<file path="src/rtl/ltile_clb_frac_pkg.sv">
// Shared constants for the fractured K-input LUT tile: legal K range,
// configuration-image field offsets and the chain-length helper.
package ltile_clb_frac_pkg;

   localparam int K_MIN = 3;
   localparam int K_MAX = 6;

   // LUT_OFS is absolute; MODE_OFS and FFBYP_OFS count from the end of the 2^K truth table.
   localparam int LUT_OFS   = 0;
   localparam int MODE_OFS  = 0;
   localparam int FFBYP_OFS = 1;

   function automatic int cfg_len(input int k, input bit ff_en);
      return (1 << k) + (ff_en ? 3 : 1);
   endfunction

endpackage

</file>
<file path="src/rtl/ltile_clb_frac_cfg_chain.sv">
// Serial configuration chain: shift register, saturating bit counter and the
// sticky cfg_done flag that marks a fully loaded image.
module ltile_clb_frac_cfg_chain #(
   parameter int CFG_LEN = 17
) (
   input  logic               prog_clk,
   input  logic               prog_reset,
   input  logic               ccff_en,
   input  logic               ccff_head,
   output logic [CFG_LEN-1:0] cfg,
   output logic               ccff_tail,
   output logic               cfg_done
);

   localparam int                CNT_W   = $clog2(CFG_LEN + 1);
   localparam logic [CNT_W-1:0] CNT_MAX = CNT_W'(CFG_LEN);

   logic [CNT_W-1:0] bit_cnt;

   // NOTE: non-blocking assignments let every stage take its neighbour's pre-edge value.
   always_ff @(posedge prog_clk) begin
      if (prog_reset) begin
         cfg      <= '0;
         bit_cnt  <= '0;
         cfg_done <= 1'b0;
      end else if (ccff_en) begin
         cfg <= {cfg[CFG_LEN-2:0], ccff_head};
         if (bit_cnt != CNT_MAX)
            bit_cnt <= bit_cnt + 1'b1;
         if (bit_cnt == CNT_MAX - 1'b1)
            cfg_done <= 1'b1;
      end
   end

   assign ccff_tail = cfg[CFG_LEN-1];

endmodule

</file>
<file path="src/rtl/ltile_clb_frac_lutk_logic.sv">
// Fracturable K-input LUT: one K-LUT or two (K-1)-LUTs sharing inputs, loaded
// over a serial chain. Define FRAC_LOGIC_FF_EN to add bypassable output FFs.
module ltile_clb_frac_lutk_logic
   import ltile_clb_frac_pkg::*;
#(
   parameter int K = 4
) (
   input  logic         prog_clk,
   input  logic         prog_reset,
   input  logic         ccff_en,
   input  logic         ccff_head,
   input  logic [K-1:0] frac_logic_in,
   output logic [1:0]   frac_logic_out,
   output logic         ccff_tail,
   output logic         cfg_done
);

`ifdef FRAC_LOGIC_FF_EN
   localparam bit FF_EN = 1'b1;
`else
   localparam bit FF_EN = 1'b0;
`endif
   localparam int LUT_SIZE = 1 << K;
   localparam int HALF     = LUT_SIZE / 2;
   localparam int CFG_LEN  = cfg_len(K, FF_EN);

   logic [CFG_LEN-1:0]  cfg;
   logic [LUT_SIZE-1:0] tt;
   logic [HALF-1:0]     tt_lo;
   logic [HALF-1:0]     tt_hi;
   logic [K-2:0]        half_idx;
   logic                mode;
   logic                lut_k;
   logic                lut_a;
   logic                lut_b;
   logic [1:0]          comb;
   logic                out_en;

   ltile_clb_frac_cfg_chain #(
      .CFG_LEN (CFG_LEN)
   ) u_cfg_chain (
      .prog_clk   (prog_clk),
      .prog_reset (prog_reset),
      .ccff_en    (ccff_en),
      .ccff_head  (ccff_head),
      .cfg        (cfg),
      .ccff_tail  (ccff_tail),
      .cfg_done   (cfg_done)
   );

   assign tt       = cfg[LUT_OFS +: LUT_SIZE];
   assign mode     = cfg[LUT_SIZE + MODE_OFS];
   assign tt_lo    = tt[HALF-1:0];
   assign tt_hi    = tt[LUT_SIZE-1:HALF];
   assign half_idx = frac_logic_in[K-2:0];

   // In fractured mode the top input is ignored and each half is its own (K-1)-LUT.
   assign lut_k = tt[frac_logic_in];
   assign lut_a = tt_lo[half_idx];
   assign lut_b = tt_hi[half_idx];
   assign comb  = {lut_b, mode ? lut_a : lut_k};

   // Outputs stay quiet until an image is complete and while it is being rewritten.
   assign out_en = cfg_done & ~ccff_en;

`ifdef FRAC_LOGIC_FF_EN
   logic [1:0] ff_q;
   logic [1:0] ff_byp;

   assign ff_byp = cfg[LUT_SIZE + FFBYP_OFS +: 2];

   always_ff @(posedge prog_clk) begin
      if (prog_reset)
         ff_q <= 2'b00;
      else if (out_en)
         ff_q <= comb;
   end

   assign frac_logic_out = out_en ? ((ff_byp & comb) | (~ff_byp & ff_q)) : 2'b00;
`else
   assign frac_logic_out = out_en ? comb : 2'b00;
`endif

endmodule

</file>
<file path="config.mk">
export PLATFORM = sky130hd
export DESIGN_NAME = ltile_clb_frac_lutk_logic
export DESIGN_NICKNAME = d
export VERILOG_FILES = /design/src/rtl/ltile_clb_frac_pkg.sv /design/src/rtl/ltile_clb_frac_cfg_chain.sv /design/src/rtl/ltile_clb_frac_lutk_logic.sv
export SDC_FILE = /design/constraint.sdc
export NUM_CORES = 1
export LEC_CHECK = 0
export CORE_MARGIN = 2
export CORE_UTILIZATION = 57
export CTS_CLUSTER_DIAMETER = 150
export DETAILED_ROUTE_END_ITERATION = 8
export PLACE_DENSITY_LB_ADDON = 0.15
export SLEW_MARGIN = 5
export SYNTH_ARGS = -nofsm -noshare
export SYNTH_HDL_FRONTEND = slang
export SYNTH_SLANG_ARGS = --single-unit
</file>
<file path="constraint.sdc">
create_clock -name prog_clk -period 3.6 [get_ports prog_clk]
set_clock_uncertainty 0.05 [all_clocks]
set_input_delay 0.54 -clock prog_clk [delete_from_list [all_inputs] [get_ports prog_clk]]
set_output_delay 0.54 -clock prog_clk [all_outputs]
set_load 0.02 [all_outputs]
</file>
======== Yosys cells after proc, flatten, opt, wreduce, memory -nomap -nowiden ========
Index checks and enable logic that the tools add are counted.
word-level totals
  register bits ........................... 23
  input port bits ......................... 8
  output and inout bits ................... 4
  logic and storage cells ................. 20
cells by class
  add/subtract/negate cells ............... 1
  magnitude comparators ................... 2
  equal/unequal tests ..................... 2
  multiplexer cells ....................... 8
  bitwise gates (word level) .............. 2
  reduce and logical (&&, ||, !) cells .... 2
operators by type and width
  cell                                                                          count
  1-bit binary-select mux with 3-bit select                                     2
  5-bit by 1-bit adder with 5-bit output, second input constant                 1
  5-bit equality test, second input constant                                    1
  4-bit by 5-bit less-than comparator with 1-bit output, second input constant  1
  5-bit != test, second input constant                                          1
  1-bit binary-select mux with 4-bit select                                     1
  3-bit by 4-bit less-than comparator with 1-bit output, second input constant  1
  1-bit two-way mux                                                             4
  2-bit AND reduction                                                           2
  2-bit two-way mux                                                             1
  1-bit AND                                                                     1
  1-bit NOT                                                                     1

======== Depth between registers and ports, before layout ========
Gate-level depths: netlist of the first run.
  word-level depth ........................ 4
  depth in mapped cells ................... 6
  gate-level depth less buffers ........... 6

======== Cells and area by module ========
From an unflattened synthesis of the first run, not the netlist that was laid out.
unflattened totals
  cell total of the unflattened synthesis .. 112
  area total of the unflattened synthesis .. 1,101.1 µm²
by module, submodules not included
  module                     times used  cells an instance  area each (µm²)
  ltile_clb_frac_cfg_chain   1           90                 909.6
  ltile_clb_frac_lutk_logic  1           22                 191.4

======== Least setup slack after synthesis of the first run ========
OpenSTA, ideal clock, no wires.
  kind .................................... input-to-output
  start point ............................. input port ccff_en
  end point ............................... output port frac_logic_out[0]
  arrival ................................. 1.557 ns
  data required time ...................... 3.010 ns
  slack ................................... 1.453 ns
  cell stages on the path ................. 5
  cell sequence ........................... clkbuf_1 nand2b_1 a21oi_1 and4_1 a32o_1
between the ends
  cells in the longest elaborated chain, start to end .. 3
ends and longest elaborated chain
  what                line                             source
  start: declaration  ltile_clb_frac_lutk_logic.sv:10  input logic ccff_en,
  1-bit NOT           ltile_clb_frac_lutk_logic.sv:64  assign out_en = cfg_done & ~ccff_en;
  1-bit AND           ltile_clb_frac_lutk_logic.sv:64
  2-bit two-way mux   ltile_clb_frac_lutk_logic.sv:81  assign frac_logic_out = out_en ? comb : 2'b00;
  end: declaration    ltile_clb_frac_lutk_logic.sv:13  output logic [1:0] frac_logic_out,
Every way passes these cells.

======== Final worst setup path of the first run ========
  start point ............................. input port frac_logic_in[2]
  end point ............................... output port frac_logic_out[0]
between the ends
  cells in the longest elaborated chain, start to end .. 4
  elaborated cells between the ends (all ways) .. 6
ends and longest elaborated chain
  what                                                                                                    line                                                              source
  start: declaration                                                                                      ltile_clb_frac_lutk_logic.sv:12                                   input logic [K-1:0] frac_logic_in,
  1-bit binary-select mux with 4-bit select or 1-bit binary-select mux with 3-bit select (tied branches)  ltile_clb_frac_lutk_logic.sv:58, ltile_clb_frac_lutk_logic.sv:59
  1-bit two-way mux (on tied branches)                                                                    ltile_clb_frac_lutk_logic.sv:58, ltile_clb_frac_lutk_logic.sv:59
  1-bit two-way mux *                                                                                     ltile_clb_frac_lutk_logic.sv:61                                   assign comb = {lut_b, mode ? lut_a : lut_k};
  2-bit two-way mux *                                                                                     ltile_clb_frac_lutk_logic.sv:81
Mark *: on every way between the ends. The rest lies on a longest branch, timed or not. The select of a mux whose other input is x is not followed.

==> results_dict.tcl, run 1 <==
set metrics [dict create \
    power_density_nw_per_um2 350.4 \
    hp-class "reg2reg" \
    yosys_warnings 0 \
    crit_fanout 7 \
    synth-seq-area-share_pct 43.71 \
    grt_max_degree 24 \
    grt_overflow 0 \
    ant_nets 0 \
    final_common_cell "nor2_1" \
    ios 12 \
    finalCritPeriodShare_pct 87.26 \
    drt_iter0_drc 8 \
    grt_pass1_vias 666 \
    grtUsageTotal_pct 18.97 \
    dieArea_um2 2208 \
    post_drt_wl_per_cell_um 12.46 \
    rsz0062_at_grt "false" \
    setup_tns_ps 0 \
    die_w_um 46.99 \
    cpPeakStageDelay_ps 710 \
    synth_xor_area_share_pct 3.325 \
    cts.sinks 23 \
    fill_cells 146 \
    clock_latency_ps 300 \
    tightest_slew_ps 775.7 \
    post_cts_resized 0 \
    antenna_found_initial 0 \
    cts_max_level 1 \
    synth-simple-area-share_pct 17.10 \
    viasPerCell 5.217 \
    maxSlewHeadroom_pct 48.12 \
    syn-instance-count 108 \
    drc_errors 0 \
    clkSlewWorstSetupHoldPaths_ps 120 \
    final_max_slew_viol_count 0 \
    timing.hold.ws_ps 447.9 \
    first_pass_iters 4 \
    hold_viol_final 0 \
    synth_compound_area_share_pct 4.157 \
    power_uw 419.1 \
    cp.required_ps 3010 \
    rows 15 \
    clockBufferDepth 2 \
    yosys_register_bits 23 \
    crit_path_top_delay_cell "clkdlybuf4s50_1" \
    status "complete, no violations" \
    setup_viol 0 \
    ir_drop_mv 0.2665 \
    hold_start "u_cfg_chain.bit_cnt[1]" \
    place_congestion 0.8000 \
    cpMostUsedCell "clkdlybuf4s50_1" \
    dpl.hpwl_um 1297 \
    die_y_um 46.99 \
    drv_cap 0 \
    leakagePower_uw 0.0004969 \
    cts_inserted_buffers 3 \
    cts-root-buf "clkbuf_4" \
    avgSynthCellArea_um2 9.755 \
    start_util_pct 61.01 \
    multiInputGateArea_um2 549.3 \
    antenna_cells 0 \
    critPathTopFamily "buffers and inverters" \
    path_cells "clkdlybuf4s50_1, mux2i_1, a221o_1, a21oi_1, a32o_1, clkdlybuf4s50_1" \
    stdcell_count 143 \
    holdBufCountCts 0 \
    cts_setup_buffers 0 \
    tritoncts "done" \
    syn_area_um2 1054 \
    finalNetCount 130 \
    synth_top_family_by_area "multiplexers" \
    r2r-start "u_cfg_chain.bit_cnt[1]" \
    dr_total_vias 746 \
    timing.critical_path.from "frac_logic_in[2]" \
    worst_setup_path_start_kind "input port" \
    muxShareOfSynthArea_pct 23.99 \
    numPortBuffers 11 \
    syn2layout_area_growth_pct 13.54 \
    max_clock_freq_ghz 0.3183 \
    crit_path_end_kind "output pin" \
    drive_gt1_share_pct 4.237 \
    cp_num_buf_inv 2 \
    synthAdderAreaFrac_pct 3.563 \
    dp_cells 139 \
    regArea_um2 460.4 \
    crit_type "in2out" \
    coreArea_um2 1727 \
    crit_arrival_ps 2550 \
    synth_fp_nets 119 \
    fin_crit_ps 3141 \
    final_cell_mix "nor2_1 (24), mux2i_1 (23), dfxtp_1 (23)" \
    yosys.cell_types.count 24 \
    wirelength_um 1782 \
    grt_pass1_wl_um 2891 \
]
flip-flops by register name, indices dropped and copies added, names as in the netlist:
signal and cells:
u_cfg_chain.cfg 17, u_cfg_chain.bit_cnt 5, u_cfg_chain.cfg_done 1
final cells by class:
| cell class | count | area share [%] |
|---|---|---|
| repair buffers | 12 | 9.833 |
| well taps | 25 | 2.615 |
| clock buffers | 4 | 2.197 |
| multi-input cells | 76 | 45.92 |
| flip-flops and latches | 23 | 38.49 |
| inverters | 3 | 0.9414 |
power by group:
| group | internal (µW) | leakage, µW | switching, µW |
|---|---|---|---|
| Clock | 43.2 | 0.0000150 | 74.6 |
| Sequential | 258 | 0.000186 | 3.30 |
| Combinational | 19.9 | 0.000296 | 20.0 |
| Total | 321 | 0.000497 | 97.9 |
per-layer routing:
layer,vias to the layer above,wire (µm),track usage (%)
li1,389,-,-
met1,349,859,24.76
met2,6,869,29.86
met3,2,39,3.462
met4,0,13,10.00
met5,-,0,0
metrics by stage:
| stage | area (µm²) | util, % | setup slack [ps] |
|---|---|---|---|
| after floorplan | 1054 | - | 1453 |
| after global placement | 1170 | 67.75 | 485.2 |
| after detailed placement | 1170 | 67.75 | 466.2 |
| after CTS | 1196 | 69.28 | 455.6 |
| after global routing | 1196 | 69.28 | 347.6 |
| final | 1196 | 69.28 | 458.7 |
logic make-up after synthesis:
kind of cell,count (synthesis)
flip-flops,23
XOR/XNOR,4
AND/OR/NAND/NOR,39
buffers and inverters,9
multiplexers,24
adder cells (fa/ha/maj),3
AO/OA/AOI/OAI,6
tightest hold or removal path: stages (launching register included):
cell     delay (ps)
dfxtp_1         350
nand2_1          60
a21oi_1          50
synth_stat cells (all sizes together):
cell	count	share of area, %
nand3	4	1.9
inv	3	1.1
nand4	1	0.59
nand4bb	1	1.1
buf	3	2.0
mux4	1	2.1
nand2b	2	1.2
nor2	24	8.6
a21oi	3	1.4
a221o	1	0.95
and4	1	0.83
a32o	1	0.95
nor2b	1	0.59
dfxtp	23	44
xnor2	1	0.83
clkbuf	3	1.1
nand3b	1	0.71
xor2	3	2.5
mux2i	23	22
nand2	3	1.1
and2	1	0.59
ha	3	3.6
a41oi	1	0.83
final timing paths:
kind,endpoint,slack [ps],cells after the start
max,frac_logic_out[0],460,6
min,u_cfg_chain.bit_cnt[1],450,2
max reg2reg,u_cfg_chain.bit_cnt[0],2320,6
min reg2reg,u_cfg_chain.bit_cnt[1],450,2
Note: power is estimated with default switching activity, not from simulation.
==> inputs of run 2 (changes only) <==
Settings changed: CORE_ASPECT_RATIO set to 0.9.
==> results_dict.tcl, run 2 (synthesis gave the netlist of run 1 again) <==
set metrics [dict create \
    status "complete, no violations" \
    numPortBuffers 11 \
    syn2layout_area_growth_pct 13.54 \
    final_cell_mix "nor2_1 (24), mux2i_1 (23), dfxtp_1 (23)" \
    drv_cap 0 \
    max_flop_register "u_cfg_chain.cfg" \
    grtUsageTotal_pct 19.00 \
    drc_errors 0 \
    post_drt_wl_per_cell_um 12.62 \
    antenna_cells 0 \
    finalCritPeriodShare_pct 87.85 \
    first_pass_iters 2 \
    rows 14 \
    tritoncts "done" \
    grt_max_degree 24 \
    ir_drop_mv 0.4676 \
    grt_overflow 0 \
    stdcell_count 142 \
    cts-root-buf "clkbuf_4" \
    largest_register_ffs 17 \
    hp-class "reg2reg" \
    coreArea_um2 1699 \
    worstRegToRegCells 6 \
    hold_viol_final 0 \
    post_cts_resized 0 \
    grt_pass1_wl_um 3118 \
    crit_type "in2out" \
    cp.required_ps 3010 \
    cts_max_level 1 \
    place_congestion 0.8095 \
    finalNetCount 130 \
    crit_path_end_kind "output pin" \
    antenna_found_initial 0 \
    ios 12 \
    setup_viol 0 \
    viasPerCell 5.352 \
    dp_cells 138 \
    final_max_slew_viol_count 0 \
    fin_crit_ps 3163 \
    crit_fanout 7 \
    clock_latency_ps 310 \
    ant_nets 0 \
    drive_gt1_share_pct 5.085 \
    drt_iter0_drc 6 \
    final_common_cell "nor2_1" \
    cts.sinks 23 \
    cpPeakStageDelay_ps 700 \
    grt_pass1_vias 739 \
    max_clock_freq_ghz 0.3162 \
    worst_setup_path_start_kind "input port" \
    dpl.hpwl_um 1296 \
    leakagePower_uw 0.0004996 \
    fill_cells 141 \
    crit_path_top_delay_cell "clkdlybuf4s50_1" \
    wirelength_um 1792 \
    holdBufCountCts 0 \
    min_path_cells 2 \
    rsz0062_at_grt "false" \
    cpMostUsedCell "clkdlybuf4s50_1" \
    setup_tns_ps 0 \
    fin_area_um2 1196 \
    dr_total_vias 760 \
    maxSlewHeadroom_pct 47.52 \
    cts_setup_buffers 0 \
    die_y_um 44.79 \
    placed_area_um2 1169 \
    cts_inserted_buffers 3 \
    clkSlewWorstSetupHoldPaths_ps 130 \
    power_density_nw_per_um2 349.0 \
    path_cells "clkdlybuf4s50_1, mux2i_1, nand3_1, and4_1, a32o_1, clkdlybuf4s50_1" \
    tightest_slew_ps 784.8 \
    start_util_pct 62.00 \
    die_w_um 49.32 \
    clockBufferDepth 2 \
    crit_arrival_ps 2570 \
    top_regs "u_cfg_chain.cfg (17), u_cfg_chain.bit_cnt (5), u_cfg_chain.cfg_done (1)" \
    dieArea_um2 2209 \
]
==> run 2: cell types whose count changed in the layout (fill, tap and decap cells not counted) <==
cell / delta
clkbuf_1: -1
clkinv_2: +1
==> run 2: routing by layer <==
layer / up-vias / share of wire [%] / routed length, µm / global-route usage, %
li1: 388 / - / - / -
met3: 2 / 3.0 / 53 / 6.954
met2: 7 / 49 / 883 / 36.22
met5: - / 0 / 0 / 0
met4: 0 / 0.67 / 12 / 3.429
met1: 363 / 47 / 842 / 20.68
==> run 2: through the flow <==
stage          util (%)  worst slack [ps]  hold slack, ps  total power, µW
2_1_floorplan         -              1453           405.4            294.2
3_3_place_gp      68.78             483.7           428.0            305.6
3_5_place_dp      68.78             431.8           434.2            306.9
4_1_cts           70.40             427.3           451.6            423.6
5_1_grt           70.40             322.0           473.2            435.8
6_report          70.40             437.3           454.2            417.5
==> run 2: layout make-up <==
| cell class | instances | area [µm²] | share of cell area (%) |
|---|---|---|---|
| flip-flops and latches | 23 | 460.4 | 38.49 |
| clock inverters | 1 | 5.005 | 0.4184 |
| multi-input cells | 76 | 549.3 | 45.92 |
| clock buffers | 3 | 22.52 | 1.883 |
| well taps | 24 | 30.03 | 2.510 |
| repair buffers | 12 | 117.6 | 9.833 |
| inverters | 3 | 11.26 | 0.9414 |
==> run 2: power breakdown <==
part           leakage [µW]  switching, µW  internal, µW
clock network     0.0000177           75.0          41.5
registers          0.000186           3.50           258
logic              0.000296           19.7          19.7
total              0.000500           98.1           319
==> run 2: critical path: cells and delay by family <==
family	cells	cell delay, ps
AO/OA/AOI/OAI	1	260
buffers and inverters	2	1240
multiplexers	1	270
AND/OR/NAND/NOR	2	260
==> run 2: worst paths after layout <==
check / from / to / slack [ps]
max: frac_logic_in[2] / frac_logic_out[0] / 440
min: u_cfg_chain.bit_cnt[1] / u_cfg_chain.bit_cnt[1] / 450
max reg2reg: u_cfg_chain.bit_cnt[1] / u_cfg_chain.bit_cnt[2] / 2320
min reg2reg: u_cfg_chain.bit_cnt[1] / u_cfg_chain.bit_cnt[1] / 450
==> inputs of run 3 (changes only) <==
Settings changed: CORE_UTILIZATION 57 to 50, REMOVE_ABC_BUFFERS set to 1.
==> results_dict.tcl, run 3 (synthesis gave the netlist of run 1 again) <==
set metrics [dict create \
    drc_errors 0 \
    critPathTopFamily "buffers and inverters" \
    holdPathEnd "u_cfg_chain.bit_cnt[1]" \
    grt_pass1_vias 703 \
    reg2reg_slack_ps 2330 \
    fin_ws_ps 435.7 \
    setup_tns_ps 0 \
    worstRegToRegCells 6 \
    clockBufferDepth 2 \
    post_cts_resized 0 \
    p_clk_share_pct 27.2 \
    fin_area_um2 1196 \
    place_ws_ps 441.7 \
    syn2layout_area_growth_pct 13.54 \
    grt_overflow 0 \
    place_congestion 0.7726 \
    max_flop_register "u_cfg_chain.cfg" \
    r2r-end "u_cfg_chain.bit_cnt[0]" \
    crit_path_end_kind "output pin" \
    grtUsageTotal_pct 16.48 \
    cp.required_ps 3010 \
    maxSlewHeadroom_pct 48.80 \
    finalNetCount 130 \
    crit_path_top_delay_cell "clkdlybuf4s50_1" \
    finalCritPeriodShare_pct 87.90 \
    viasPerCell 5.126 \
    r2r-start "u_cfg_chain.bit_cnt[1]" \
    cp_num_buf_inv 2 \
    grt_max_degree 24 \
    hold_start "u_cfg_chain.bit_cnt[1]" \
    dpl.hpwl_um 1315 \
    ios 12 \
    worst_setup_path_start_kind "input port" \
    crit_arrival_ps 2570 \
    max_clock_freq_ghz 0.3160 \
    switching_share_pct 22.39 \
    cts_setup_buffers 0 \
    leakagePower_uw 0.0004969 \
    clock_latency_ps 300 \
    drt_iter0_drc 16 \
    start_util_pct 53.97 \
    coreArea_um2 1952 \
    first_pass_iters 4 \
    top_regs "u_cfg_chain.cfg (17), u_cfg_chain.bit_cnt (5), u_cfg_chain.cfg_done (1)" \
    fin_crit_ps 3164 \
    min_path_cells 2 \
    drive_gt1_share_pct 4.237 \
    die_y_um 47.55 \
    tritoncts "done" \
    final_cell_mix "nor2_1 (24), mux2i_1 (23), dfxtp_1 (23)" \
    post_drt_wl_per_cell_um 12.10 \
    clkSlewWorstSetupHoldPaths_ps 110 \
    cts-root-buf "clkbuf_4" \
    power.switching_uw 92.64 \
    numPortBuffers 11 \
    cts_inserted_buffers 3 \
    stdcell_count 143 \
    largest_register_ffs 17 \
    crit_fanout 7 \
    cts_max_level 1 \
    crit_type "in2out" \
    final_common_cell "nor2_1" \
    hold_viol_final 0 \
    antenna_cells 0 \
    antenna_found_initial 0 \
    ant_nets 0 \
    path_cells "clkdlybuf4s50_1, mux2i_1, a21oi_1, and4_1, a32o_1, clkdlybuf4s50_1" \
    die_w_um 52.39 \
    final_max_slew_viol_count 0 \
    power_density_nw_per_um2 345.8 \
    dp_cells 139 \
    wirelength_um 1730 \
    p_comb_share_pct 9.6 \
    setup_viol 0 \
    drv_cap 0 \
    seqPwrFrac_pct 63.2 \
    cts.sinks 23 \
    dieArea_um2 2491 \
    tightest_slew_ps 765.5 \
    cpPeakStageDelay_ps 700 \
    rsz0062_at_grt "false" \
    hp-class "reg2reg" \
    holdBufCountCts 0 \
    fill_cells 181 \
    power_uw 413.7 \
    internal_power_uw 321.0 \
    grt_pass1_wl_um 3008 \
    status "complete, no violations" \
    cpMostUsedCell "clkdlybuf4s50_1" \
    dr_total_vias 733 \
    placed_area_um2 1170 \
    ir_drop_mv 0.2456 \
    rows 15 \
]
[run 3: cell types whose count changed in the layout (fill, tap and decap cells not counted), sizes merged]
cell    delta
clkinv     -1
clkbuf     +1
[run 3: tightest hold or removal path: cells and delay by family (launching register included)]
family,cells,cell delay [ps]
flops,1,350
compound gates,1,50
simple gates,1,60
[run 3: metal layers]
layer	GRT usage [%]	share of wire, %
met1	20.66	51
met3	5.625	3.1
met5	0	0
met4	3.077	0
met2	28.25	46
[run 3: how the worst max path moves through the flow]
stage | from | slack [ps] | endpoint | depth (start not counted)
floorplan | ccff_en | 1590 | frac_logic_out[0] | 4
global placement | frac_logic_in[2] | 440 | frac_logic_out[0] | 6
detailed placement | frac_logic_in[2] | 440 | frac_logic_out[0] | 6
CTS | frac_logic_in[2] | 440 | frac_logic_out[0] | 6
global route | frac_logic_in[2] | 340 | frac_logic_out[0] | 6
finish | frac_logic_in[2] | 440 | frac_logic_out[0] | 6
[run 3: power groups by stage]
stage	clock, µW	sequential, µW	combinational, µW
2_1_floorplan	0	266	17.6
3_5_place_dp	0	267	40.1
6_report	113	262	39.7
4_1_cts	118	262	40.1
3_3_place_gp	0	267	39.1
5_1_grt	128	262	44.4
[run 3: area by class of cell]
cell class / count / area (µm²) / share of cell area, %
multi-input cells: 76 / 549.3 / 45.92
flip-flops and latches: 23 / 460.4 / 38.49
repair buffers: 12 / 117.6 / 9.833
well taps: 25 / 31.28 / 2.615
clock buffers: 4 / 26.28 / 2.197
inverters: 3 / 11.26 / 0.9414
[run 3: through the flow]
stage	util [%]	hold slack, ps
after floorplan	-	405.4
after global placement	59.94	429.6
after detailed placement	59.94	433.5
after CTS	61.28	450.0
after global routing	61.28	480.0
final	61.28	447.0
